==> src/rtl/cpu_pkg.sv <==
// rtl/cpu_pkg.sv - shared CPU datapath types and register-file defaults
package cpu_pkg;

  typedef enum logic {
    RF_IDLE  = 1'b0,
    RF_CLEAR = 1'b1
  } rf_state_e;

  localparam int CPU_WIDTH = 8;
  localparam int CPU_DEPTH = 4;

endpackage

==> src/rtl/reg_file_gen_if.sv <==
// rtl/reg_file_gen_if.sv - write/read/reserve/clear bus of the register file
interface reg_file_gen_if #(
  parameter int WIDTH = 8,
  parameter int AW    = 2
);
  logic             wr_en;
  logic [AW-1:0]    wr_addr;
  logic [WIDTH-1:0] wr_data;
  logic [AW-1:0]    rd_addr_a;
  logic [AW-1:0]    rd_addr_b;
  logic [WIDTH-1:0] rd_data_a;
  logic [WIDTH-1:0] rd_data_b;
  logic             busy_a;
  logic             busy_b;
  logic             rsv_en;
  logic [AW-1:0]    rsv_addr;
  logic             clr_req;
  logic             clr_busy;

  modport master (
    output wr_en, wr_addr, wr_data, rd_addr_a, rd_addr_b, rsv_en, rsv_addr, clr_req,
    input  rd_data_a, rd_data_b, busy_a, busy_b, clr_busy
  );

  modport slave (
    input  wr_en, wr_addr, wr_data, rd_addr_a, rd_addr_b, rsv_en, rsv_addr, clr_req,
    output rd_data_a, rd_data_b, busy_a, busy_b, clr_busy
  );
endinterface

==> src/rtl/rf_clear_seq.sv <==
// rtl/rf_clear_seq.sv - soft-clear sequencer: one entry zeroed per cycle, 0..DEPTH-1
module rf_clear_seq
  import cpu_pkg::*;
#(
  parameter  int DEPTH = CPU_DEPTH,
  localparam int AW    = $clog2(DEPTH)
) (
  input  logic          clk,
  input  logic          rst_n,
  input  logic          clr_req,
  output logic          clr_busy,
  output logic          clr_we,
  output logic [AW-1:0] clr_addr
);

  localparam logic [AW-1:0] LAST = AW'(DEPTH - 1);

  rf_state_e     state, state_nxt;
  logic [AW-1:0] ptr, ptr_nxt;

  always_ff @(posedge clk or negedge rst_n) begin
    if (!rst_n) begin
      state <= RF_IDLE;
      ptr   <= '0;
    end else begin
      state <= state_nxt;
      ptr   <= ptr_nxt;
    end
  end

  // ptr parks on LAST when the pass ends; a new request restarts it at 0
  always_comb begin
    state_nxt = state;
    ptr_nxt   = ptr;
    case (state)
      RF_IDLE: begin
        if (clr_req) begin
          state_nxt = RF_CLEAR;
          ptr_nxt   = '0;
        end
      end
      RF_CLEAR: begin
        if (ptr == LAST) begin
          state_nxt = RF_IDLE;
        end else begin
          ptr_nxt = ptr + 1'b1;
        end
      end
      default: state_nxt = RF_IDLE;
    endcase
  end

  assign clr_busy = (state == RF_CLEAR);
  assign clr_we   = (state == RF_CLEAR);
  assign clr_addr = ptr;

endmodule

==> src/rtl/reg_file_gen.sv <==
// rtl/reg_file_gen.sv - 1W/2R register file with bypass, zero register, pending scoreboard, soft-clear
module reg_file_gen
  import cpu_pkg::*;
#(
  parameter int WIDTH   = CPU_WIDTH,
  parameter int DEPTH   = CPU_DEPTH,
  parameter int BYPASS  = 1,
  parameter int R0_ZERO = 0
) (
  input logic           clk,
  input logic           rst_n,
  reg_file_gen_if.slave bus
);

  localparam int AW = $clog2(DEPTH);

  logic [WIDTH-1:0] mem [DEPTH];
  logic [DEPTH-1:0] pend;

  logic             clr_busy;
  logic             clr_we;
  logic [AW-1:0]    clr_addr;
  logic             user_we;
  logic             user_rsv;

  rf_clear_seq #(.DEPTH(DEPTH)) u_clear_seq (
    .clk     (clk),
    .rst_n   (rst_n),
    .clr_req (bus.clr_req),
    .clr_busy(clr_busy),
    .clr_we  (clr_we),
    .clr_addr(clr_addr)
  );

  assign bus.clr_busy = clr_busy;

  // the zero register swallows writes and reservations so it never goes pending
  assign user_we  = bus.wr_en  && !clr_busy && !((R0_ZERO != 0) && (bus.wr_addr  == '0));
  assign user_rsv = bus.rsv_en && !clr_busy && !((R0_ZERO != 0) && (bus.rsv_addr == '0));

  always_ff @(posedge clk or negedge rst_n) begin
    if (!rst_n) begin
      for (int i = 0; i < DEPTH; i++) begin
        mem[i] <= '0;
      end
      pend <= '0;
    end else if (clr_we) begin
      mem[clr_addr]  <= '0;
      pend[clr_addr] <= 1'b0;
    end else begin
      if (user_we) begin
        mem[bus.wr_addr]  <= bus.wr_data;
        pend[bus.wr_addr] <= 1'b0;
      end
      // placed after the write so a same-address reservation keeps the entry pending
      if (user_rsv) begin
        pend[bus.rsv_addr] <= 1'b1;
      end
    end
  end

  logic [AW-1:0]    rd_addr [2];
  logic [WIDTH-1:0] rd_data [2];
  logic             busy    [2];

  assign rd_addr[0]    = bus.rd_addr_a;
  assign rd_addr[1]    = bus.rd_addr_b;
  assign bus.rd_data_a = rd_data[0];
  assign bus.rd_data_b = rd_data[1];
  assign bus.busy_a    = busy[0];
  assign bus.busy_b    = busy[1];

  for (genvar p = 0; p < 2; p++) begin : g_rd
    logic fwd;
    logic zero;

    assign fwd        = (BYPASS != 0) && user_we && (bus.wr_addr == rd_addr[p]);
    assign zero       = (R0_ZERO != 0) && (rd_addr[p] == '0);
    assign rd_data[p] = zero ? '0 : (fwd ? bus.wr_data : mem[rd_addr[p]]);
    assign busy[p]    = fwd ? 1'b0 : pend[rd_addr[p]];
  end

endmodule

==> src/flat_wrapper.sv <==
// flat-port wrapper written by rule: the top's interface ports become plain ports
module reg_file_gen_flat import cpu_pkg::*;
#(
  parameter int WIDTH   = CPU_WIDTH,
  parameter int DEPTH   = CPU_DEPTH,
  parameter int BYPASS  = 1,
  parameter int R0_ZERO = 0
)
  (clk, rst_n, bus_wr_en, bus_wr_addr, bus_wr_data, bus_rd_addr_a, bus_rd_addr_b, bus_rsv_en, bus_rsv_addr, bus_clr_req, bus_rd_data_a, bus_rd_data_b, bus_busy_a, bus_busy_b, bus_clr_busy);
  reg_file_gen_if #(.WIDTH(WIDTH), .AW(2)) bus_i ();
  input logic clk;
  input logic rst_n;
  input wire logic [$bits(bus_i.wr_en)-1:0] bus_wr_en;
  input wire logic [$bits(bus_i.wr_addr)-1:0] bus_wr_addr;
  input wire logic [$bits(bus_i.wr_data)-1:0] bus_wr_data;
  input wire logic [$bits(bus_i.rd_addr_a)-1:0] bus_rd_addr_a;
  input wire logic [$bits(bus_i.rd_addr_b)-1:0] bus_rd_addr_b;
  input wire logic [$bits(bus_i.rsv_en)-1:0] bus_rsv_en;
  input wire logic [$bits(bus_i.rsv_addr)-1:0] bus_rsv_addr;
  input wire logic [$bits(bus_i.clr_req)-1:0] bus_clr_req;
  output wire logic [$bits(bus_i.rd_data_a)-1:0] bus_rd_data_a;
  output wire logic [$bits(bus_i.rd_data_b)-1:0] bus_rd_data_b;
  output wire logic [$bits(bus_i.busy_a)-1:0] bus_busy_a;
  output wire logic [$bits(bus_i.busy_b)-1:0] bus_busy_b;
  output wire logic [$bits(bus_i.clr_busy)-1:0] bus_clr_busy;
  assign bus_i.wr_en = bus_wr_en;
  assign bus_i.wr_addr = bus_wr_addr;
  assign bus_i.wr_data = bus_wr_data;
  assign bus_i.rd_addr_a = bus_rd_addr_a;
  assign bus_i.rd_addr_b = bus_rd_addr_b;
  assign bus_i.rsv_en = bus_rsv_en;
  assign bus_i.rsv_addr = bus_rsv_addr;
  assign bus_i.clr_req = bus_clr_req;
  assign bus_rd_data_a = bus_i.rd_data_a;
  assign bus_rd_data_b = bus_i.rd_data_b;
  assign bus_busy_a = bus_i.busy_a;
  assign bus_busy_b = bus_i.busy_b;
  assign bus_clr_busy = bus_i.clr_busy;
  reg_file_gen #(.WIDTH(WIDTH), .DEPTH(DEPTH), .BYPASS(BYPASS), .R0_ZERO(R0_ZERO)) u_core (.clk(clk), .rst_n(rst_n), .bus(bus_i));
endmodule
==> config.mk <==
export PLATFORM = sky130hd
export DESIGN_NAME = reg_file_gen_flat
export DESIGN_NICKNAME = d
export VERILOG_FILES = /design/src/rtl/cpu_pkg.sv /design/src/rtl/reg_file_gen_if.sv /design/src/rtl/rf_clear_seq.sv /design/src/rtl/reg_file_gen.sv /design/src/flat_wrapper.sv
export SDC_FILE = /design/constraint.sdc
export NUM_CORES = 1
export LEC_CHECK = 0
export ABC_AREA = 1
export BUFFER_PORTS_ARGS = -buffer_cell sky130_fd_sc_hd__buf_2
export CAP_MARGIN = 5
export CORE_MARGIN = 3
export CORE_UTILIZATION = 25
export CTS_BUF_LIST = sky130_fd_sc_hd__clkbuf_4
export CTS_CLUSTER_DIAMETER = 100
export DETAILED_ROUTE_END_ITERATION = 16
export GPL_TIMING_DRIVEN = 0
export HOLD_SLACK_MARGIN = 0.12
export PLACE_DENSITY = 0.48
export SYNTH_ARGS = -nofsm -noshare
export SYNTH_HDL_FRONTEND = slang
export SYNTH_SLANG_ARGS = --single-unit
==> constraint.sdc <==
create_clock -name clk -period 3.7 [get_ports clk]
set_clock_uncertainty 0.05 [all_clocks]
set_input_delay 0.37 -clock clk [delete_from_list [all_inputs] [get_ports clk]]
set_output_delay 0.37 -clock clk [all_outputs]
set_load 0.02 [all_outputs]
==> impl_metrics.py, run 1 <==
metrics = {
    "clock_tree": {
        "cts_hold_buf": 0,
        "clk_pin_slew_ns": 0.15,
        "cts_setup_buffers": 0,
        "numCtsBuffers": 5,
        "cts.htree.levels": 2,
        "tritoncts": "done",
        "clockBufferDepth": 2,
        "post_cts_resized": 0,
        "cts_root_buffer": "clkbuf_4",
        "clock_latency_ns": 0.35,
        "cts_sinks": 39,
    },
    "layout": {
        "antennaDiodeCount": 0,
        "finalNetCount": 489,
        "most-common-layout-cells": "167 x nand2_1, 67 x nand3_1, 52 x inv_1",
        "fill_cells": 1276,
        "drive_gt1_share_pct": 20.9,
        "area_growth_pct": 14.7,
        "final_common_cell": "nand2_1",
    },
    "global_route": {
        "grt_pass1_vias": 2990,
        "grt_max_degree": 40,
        "track_usage_pct": 14.5,
        "grt_use_met1_pct": 19.4,
        "grt_pass1_wl_um": 15000,
        "busiest_layer": "met2",
        "use_met3_pct": 2.78,
        "antenna_found_initial": 0,
        "use_met2_pct": 24.7,
        "grt-ovfl-total": 0,
    },
    "setup_path": {
        "worstPathArrival_ns": 1.85,
        "max_stage_delay_ns": 0.41,
        "crit_top_cell": "nand2_1",
        "rrSetupSlack_ns": 2.32,
        "r2r_cells": 6,
        "end_kind": "output port",
        "required_ns": 3.28,
        "r2r_start": "u_core.u_clear_seq.clr_addr[0]",
        "r2r_end": "u_core.mem[5]",
        "slowest_stage": "dfrtp_1",
        "cp.depth": 8,
        "critPathTopFamily": "simple AND/OR/NAND/NOR gates",
        "cp-start-kind": "flip-flop",
        "crit_type": "flip-flop to output port",
        "crit_buf_inv": 3,
        "setup.worst_path.start": "u_core.u_clear_seq.clr_busy",
        "path_max_fanout": 10,
        "cp_cell_sequence": "buf_6, clkinv_8, nand2_4, nor2_4, nand3_4, nand2_1, nand2_1, buf_2",
    },
    "sta": {
        "setup_slack_ns": 1.43,
        "final-max-slew-violation-count": 0,
        "setup_tns_ns": 0,
        "tightest_slew_ns": 0.974,
        "rsz0062_at_grt": "no",
        "fmax_mhz": 440,
        "fin_crit_sh_pct": 61.4,
        "slew_headroom_pct": 35.1,
        "setup_viol": 0,
        "hold_viol_final": 0,
        "period_needed_ns": 2.27,
    },
    "route": {
        "ant_nets": 0,
        "via_per_inst": 4.83,
        "drt_wl_total_um": 8850,
        "drt_iter0_markers": 163,
        "routedWlPerCell_um": 14.6,
        "vias": 2925,
        "dr.pass1.iters": 5,
        "route.detailed.drc": 0,
    },
    "synthesis": {
        "synth_top_area_share_pct": 34.0,
        "avgSynthCellArea_sq_um": 6.83,
        "synth.distinct_cells": 23,
        "yosys.area.top_type": "dfrtp_1",
        "ys_seq_area_share_pct": 34.0,
        "synthCells": 420,
        "synth-seq-cells": 39,
        "yosys_warnings": 0,
        "synth_area_sq_um": 2870,
        "yosys-top-cells-area": "dfrtp_1 34%, nand2_1 22%, nand3_1 12%",
        "syn_nets": 445,
    },
    "die": {
        "rows": 38,
        "start_util_pct": 26.0,
        "core_area_sq_um": 11000,
        "ios": 40,
        "die_height_um": 113,
        "die-width_um": 113,
        "dieArea_sq_um": 12800,
    },
    "hold_path": {
        "hold_path_class": "input port to asynchronous set/reset pin",
    },
    "placement": {
        "gp_congestion": 0.815,
        "pre_cts_ws_ns": 1.78,
        "dpl.hpwl_um": 6940,
        "portBuffers": 37,
    },
    "power": {
        "power_density_nw_per_um2": 545,
        "p_leak_nw": 1.83,
        "vdd_drop_max_mv": 0.368,
    },
    "run": {
        "cap_violations": 0,
    },
    "outcome": {
        "status": "completed",
    },
}
==> worst max path at each step <==
stage / endpoint / slack (ns)
floorplan: bus_rd_data_b[0] / 2.04
global placement: bus_rd_data_a[1] / 1.81
detailed placement: bus_busy_a / 1.78
CTS: bus_rd_data_b[5] / 1.40
global route: bus_rd_data_b[1] / 1.29
finish: bus_rd_data_b[5] / 1.43
==> registers in the layout, indices dropped and copies added, names as in the netlist <==
signal / flops
u_core.mem: 32
u_core.pend: 4
u_core.u_clear_seq.clr_addr: 2
u_core.u_clear_seq.clr_busy: 1
==> per-layer routing <==
layer / wire, um / up-vias
li1: - / 1420
met1: 4000 / 1407
met2: 4190 / 89
met3: 601 / 9
met4: 63 / 0
met5: 0 / -
==> report_power, final <==
part           switching [W]  internal [W]
clock network       0.000177     0.0000764
registers          0.0000802      0.000565
logic               0.000595      0.000301
total               0.000852      0.000942
==> metrics by stage <==
step	instances	total power, W	hold WS, ns	util [%]	cell area (sq um)
after floorplan	420	0.00130	0.0244	-	2870
after global placement	597	0.00154	0.409	29.3	3230
after detailed placement	597	0.00156	0.413	29.3	3230
after CTS	605	0.00181	0.123	29.8	3290
after global routing	605	0.00197	0.138	29.8	3290
final	605	0.00179	0.0781	29.8	3290
==> Yosys cell counts <==
cell,number
a21oi_1,6
buf_2,3
buf_4,3
buf_6,9
clkinv_2,1
clkinv_8,1
dfrtp_1,39
ha_1,4
inv_1,52
inv_2,5
nand2_1,167
nand2_2,6
nand2_4,3
nand3_1,67
nand3_4,2
nand4_1,16
nor2_1,5
nor2_4,1
nor2_8,1
nor2b_4,2
o21ai_0,11
o21ai_1,1
o21ai_2,15
==> final cells by class <==
| class | count | area [sq um] | area share [%] |
|---|---|---|---|
| Inverter | 59 | 235 | 7.15 |
| Tap cell | 140 | 175 | 5.33 |
| Clock inverter | 3 | 23.8 | 0.723 |
| Clock buffer | 5 | 37.5 | 1.14 |
| Buffer | 15 | 139 | 4.22 |
| Sequential cell | 39 | 976 | 29.7 |
| Multi-Input combinational cell | 307 | 1520 | 46.1 |
| Timing Repair Buffer | 37 | 185 | 5.63 |
==> logic make-up after synthesis <==
logic type	after synthesis	share of synthesized area, %
adder cells (fa/ha/maj)	4	1.75
AND/OR/NAND/NOR	270	43.5
buffers and inverters	74	13.0
AO/OA/AOI/OAI	33	7.72
flip-flops	39	34.0
No activity file was read; power rests on OpenSTA's default activity.
==> run 2, diff against run 1 <==
==> constraint.sdc (replaced) <==
create_clock -name clk -period 2.1 [get_ports clk]
set_clock_uncertainty 0.05 [all_clocks]
set_input_delay 0.21 -clock clk [delete_from_list [all_inputs] [get_ports clk]]
set_output_delay 0.21 -clock clk [all_outputs]
set_load 0.02 [all_outputs]
==> run 2 against run 1 <==
  * Sequential share of layout area shrank 2.0 points
  * Total power grew 84%
  * Clock power grew 74%
  * Sequential power grew 76%
  * Hold slack gained 0.090 ns
  * Critical path depth grew 1
  * Final cell count grew 3.1%
  * Worst setup slack lost 1.4 ns
  * First-iteration DRC count grew 3.7%
  * Design area grew 7.2%
==> impl_metrics.py, run 2 (same netlist as run 1, synthesis figures left out) <==
metrics = {
    "setup_path": {
        "r2r_cells": 6,
        "r2r_end": "u_core.pend[2]",
        "required_ns": 1.84,
        "end_kind": "output port",
        "critPathTopFamily": "buffers and inverters",
        "cp_cell_sequence": "buf_12, clkinv_8, nand2_4, nor2_4, buf_12, nand3_4, nand2_1, nand2_1, buf_6",
        "path_max_fanout": 8,
        "cp-start-kind": "flip-flop",
        "setup.worst_path.start": "u_core.u_clear_seq.clr_busy",
        "crit_end": "bus_rd_data_b[5]",
        "max_stage_delay_ns": 0.44,
        "crit_type": "flip-flop to output port",
        "r2r_start": "u_core.u_clear_seq.clr_busy",
        "rrSetupSlack_ns": 0.26,
        "cp.depth": 9,
        "crit_buf_inv": 4,
        "slowest_stage": "dfrtp_1",
        "worstPathArrival_ns": 1.76,
    },
    "power": {
        "vdd_drop_max_mv": 0.731,
        "power_density_nw_per_um2": 934,
        "p_leak_nw": 1.92,
    },
    "sta": {
        "final-max-slew-violation-count": 0,
        "fin_hold_ws_ns": 0.168,
        "rsz0062_at_grt": "no",
        "period_needed_ns": 2.02,
        "slew_headroom_pct": 35.5,
        "tightest_slew_ns": 0.968,
        "fin_crit_sh_pct": 96.3,
        "setup_tns_ns": 0,
        "fmax_mhz": 495,
        "hold_viol_final": 0,
        "setup_viol": 0,
    },
    "layout": {
        "area_growth_pct": 22.9,
        "fill_cells": 1258,
        "final_cells": 624,
        "largest_register_ffs": 32,
        "final_common_cell": "nand2_1",
        "finish.instance_area_sq_um": 3520,
        "finalNetCount": 508,
        "most-common-layout-cells": "167 x nand2_1, 67 x nand3_1, 52 x inv_1",
        "drive_gt1_share_pct": 21.3,
        "antennaDiodeCount": 0,
        "regMostFlops": "u_core.mem",
    },
    "clock_tree": {
        "numCtsBuffers": 5,
        "clockBufferDepth": 2,
        "cts_root_buffer": "clkbuf_4",
        "clock_latency_ns": 0.35,
        "clk_pin_slew_ns": 0.13,
        "cts_sinks": 39,
        "tritoncts": "done",
        "cts.htree.levels": 2,
    },
    "placement": {
        "dpl.hpwl_um": 6940,
        "post_dp_cell_area_sq_um": 3230,
        "gp_congestion": 0.815,
        "dp.cells": 597,
        "portBuffers": 37,
    },
    "die": {
        "core_area_sq_um": 11000,
        "dieArea_sq_um": 12800,
        "start_util_pct": 26.0,
        "ios": 40,
        "rows": 38,
        "die-width_um": 113,
        "die_height_um": 113,
    },
    "global_route": {
        "grt-ovfl-total": 0,
        "antenna_found_initial": 0,
        "grt_max_degree": 40,
        "grt_pass1_vias": 3050,
        "track_usage_pct": 14.7,
        "grt_pass1_wl_um": 15200,
    },
    "route": {
        "drt_iter0_markers": 169,
        "met3_length_um": 504,
        "highest_layer": "met4",
        "via_per_inst": 4.81,
        "vias": 3002,
        "ant_nets": 0,
        "dr_wl_met2_um": 4360,
        "drt_wl_total_um": 9240,
        "routedWlPerCell_um": 14.8,
        "wl_met1_um": 4310,
        "dr.pass1.iters": 4,
        "route.detailed.drc": 0,
    },
    "hold_path": {
        "hold_path_class": "input port to flip-flop",
    },
    "run": {
        "cap_violations": 0,
    },
    "outcome": {
        "status": "completed",
    },
}
==> run 2: cell types whose count changed in the layout (fill, tap and decap cells not counted), sizes merged <==
cell / change
buf: +4
dlygate4sd3: +13
nand3: +2
==> run 2: worst min path at each step <==
stage               depth (start not counted)             end  startpoint
floorplan                                   0   u_core.mem[0]       rst_n
global placement                            1  u_core.mem[31]       rst_n
detailed placement                          1  u_core.mem[22]       rst_n
CTS                                         5  u_core.pend[0]  bus_rsv_en
global route                                5  u_core.pend[1]  bus_rsv_en
finish                                      5  u_core.pend[0]  bus_rsv_en
==> run 2: timing repair <==
| action | CTS | global route |
|---|---|---|
| gates resized for setup | 0 | 10 |
| cloned | 0 | 2 |
| pin swaps | 1 | 3 |
| endpoints found under the setup margin | 6 | 18 |
| buffers inserted | 1 | 3 |
| hold buffers | 13 | 0 |
| endpoints found under the hold margin | 51 | 0 |
==> run 2: area by class of cell <==
| cell class | instances | area, sq um | share of cell area (%) |
|---|---|---|---|
| plain buffers | 15 | 151 | 4.30 |
| clock buffers | 5 | 37.5 | 1.06 |
| clock inverters | 3 | 23.8 | 0.674 |
| inverters | 59 | 235 | 6.67 |
| multi-input cells | 309 | 1550 | 44.1 |
| flip-flops and latches | 39 | 976 | 27.7 |
| well taps | 140 | 175 | 4.97 |
| repair buffers | 54 | 373 | 10.6 |
==> run 2: tightest hold or removal path: stages <==
cell and delay, ns:
buf_2 0.09, inv_1 0.04, nor2_1 0.06, nand3_1 0.08, a21oi_1 0.06
==> run 2: metrics by stage <==
| stage | total power, W | util (%) | worst slack, ns |
|---|---|---|---|
| after floorplan | 0.00229 | - | 0.596 |
| after global placement | 0.00271 | 29.3 | 0.382 |
| after detailed placement | 0.00275 | 29.3 | 0.377 |
| after CTS | 0.00322 | 31.1 | 0.0376 |
| after global routing | 0.00361 | 32.0 | 0.000117 |
| final | 0.00329 | 32.0 | 0.0779 |
==> run 2: metal layers <==
metal  vias up  GRT usage, %
li1       1464             -
met2        91          25.2
met4         0          2.56
met1      1438          19.5
met5         -             0
met3         9          2.78
==> run 2: power by group <==
group,internal [W],switching (W)
registers,0.000996,0.000146
logic,0.000628,0.00108
clock network,0.000135,0.000305
total,0.00176,0.00153
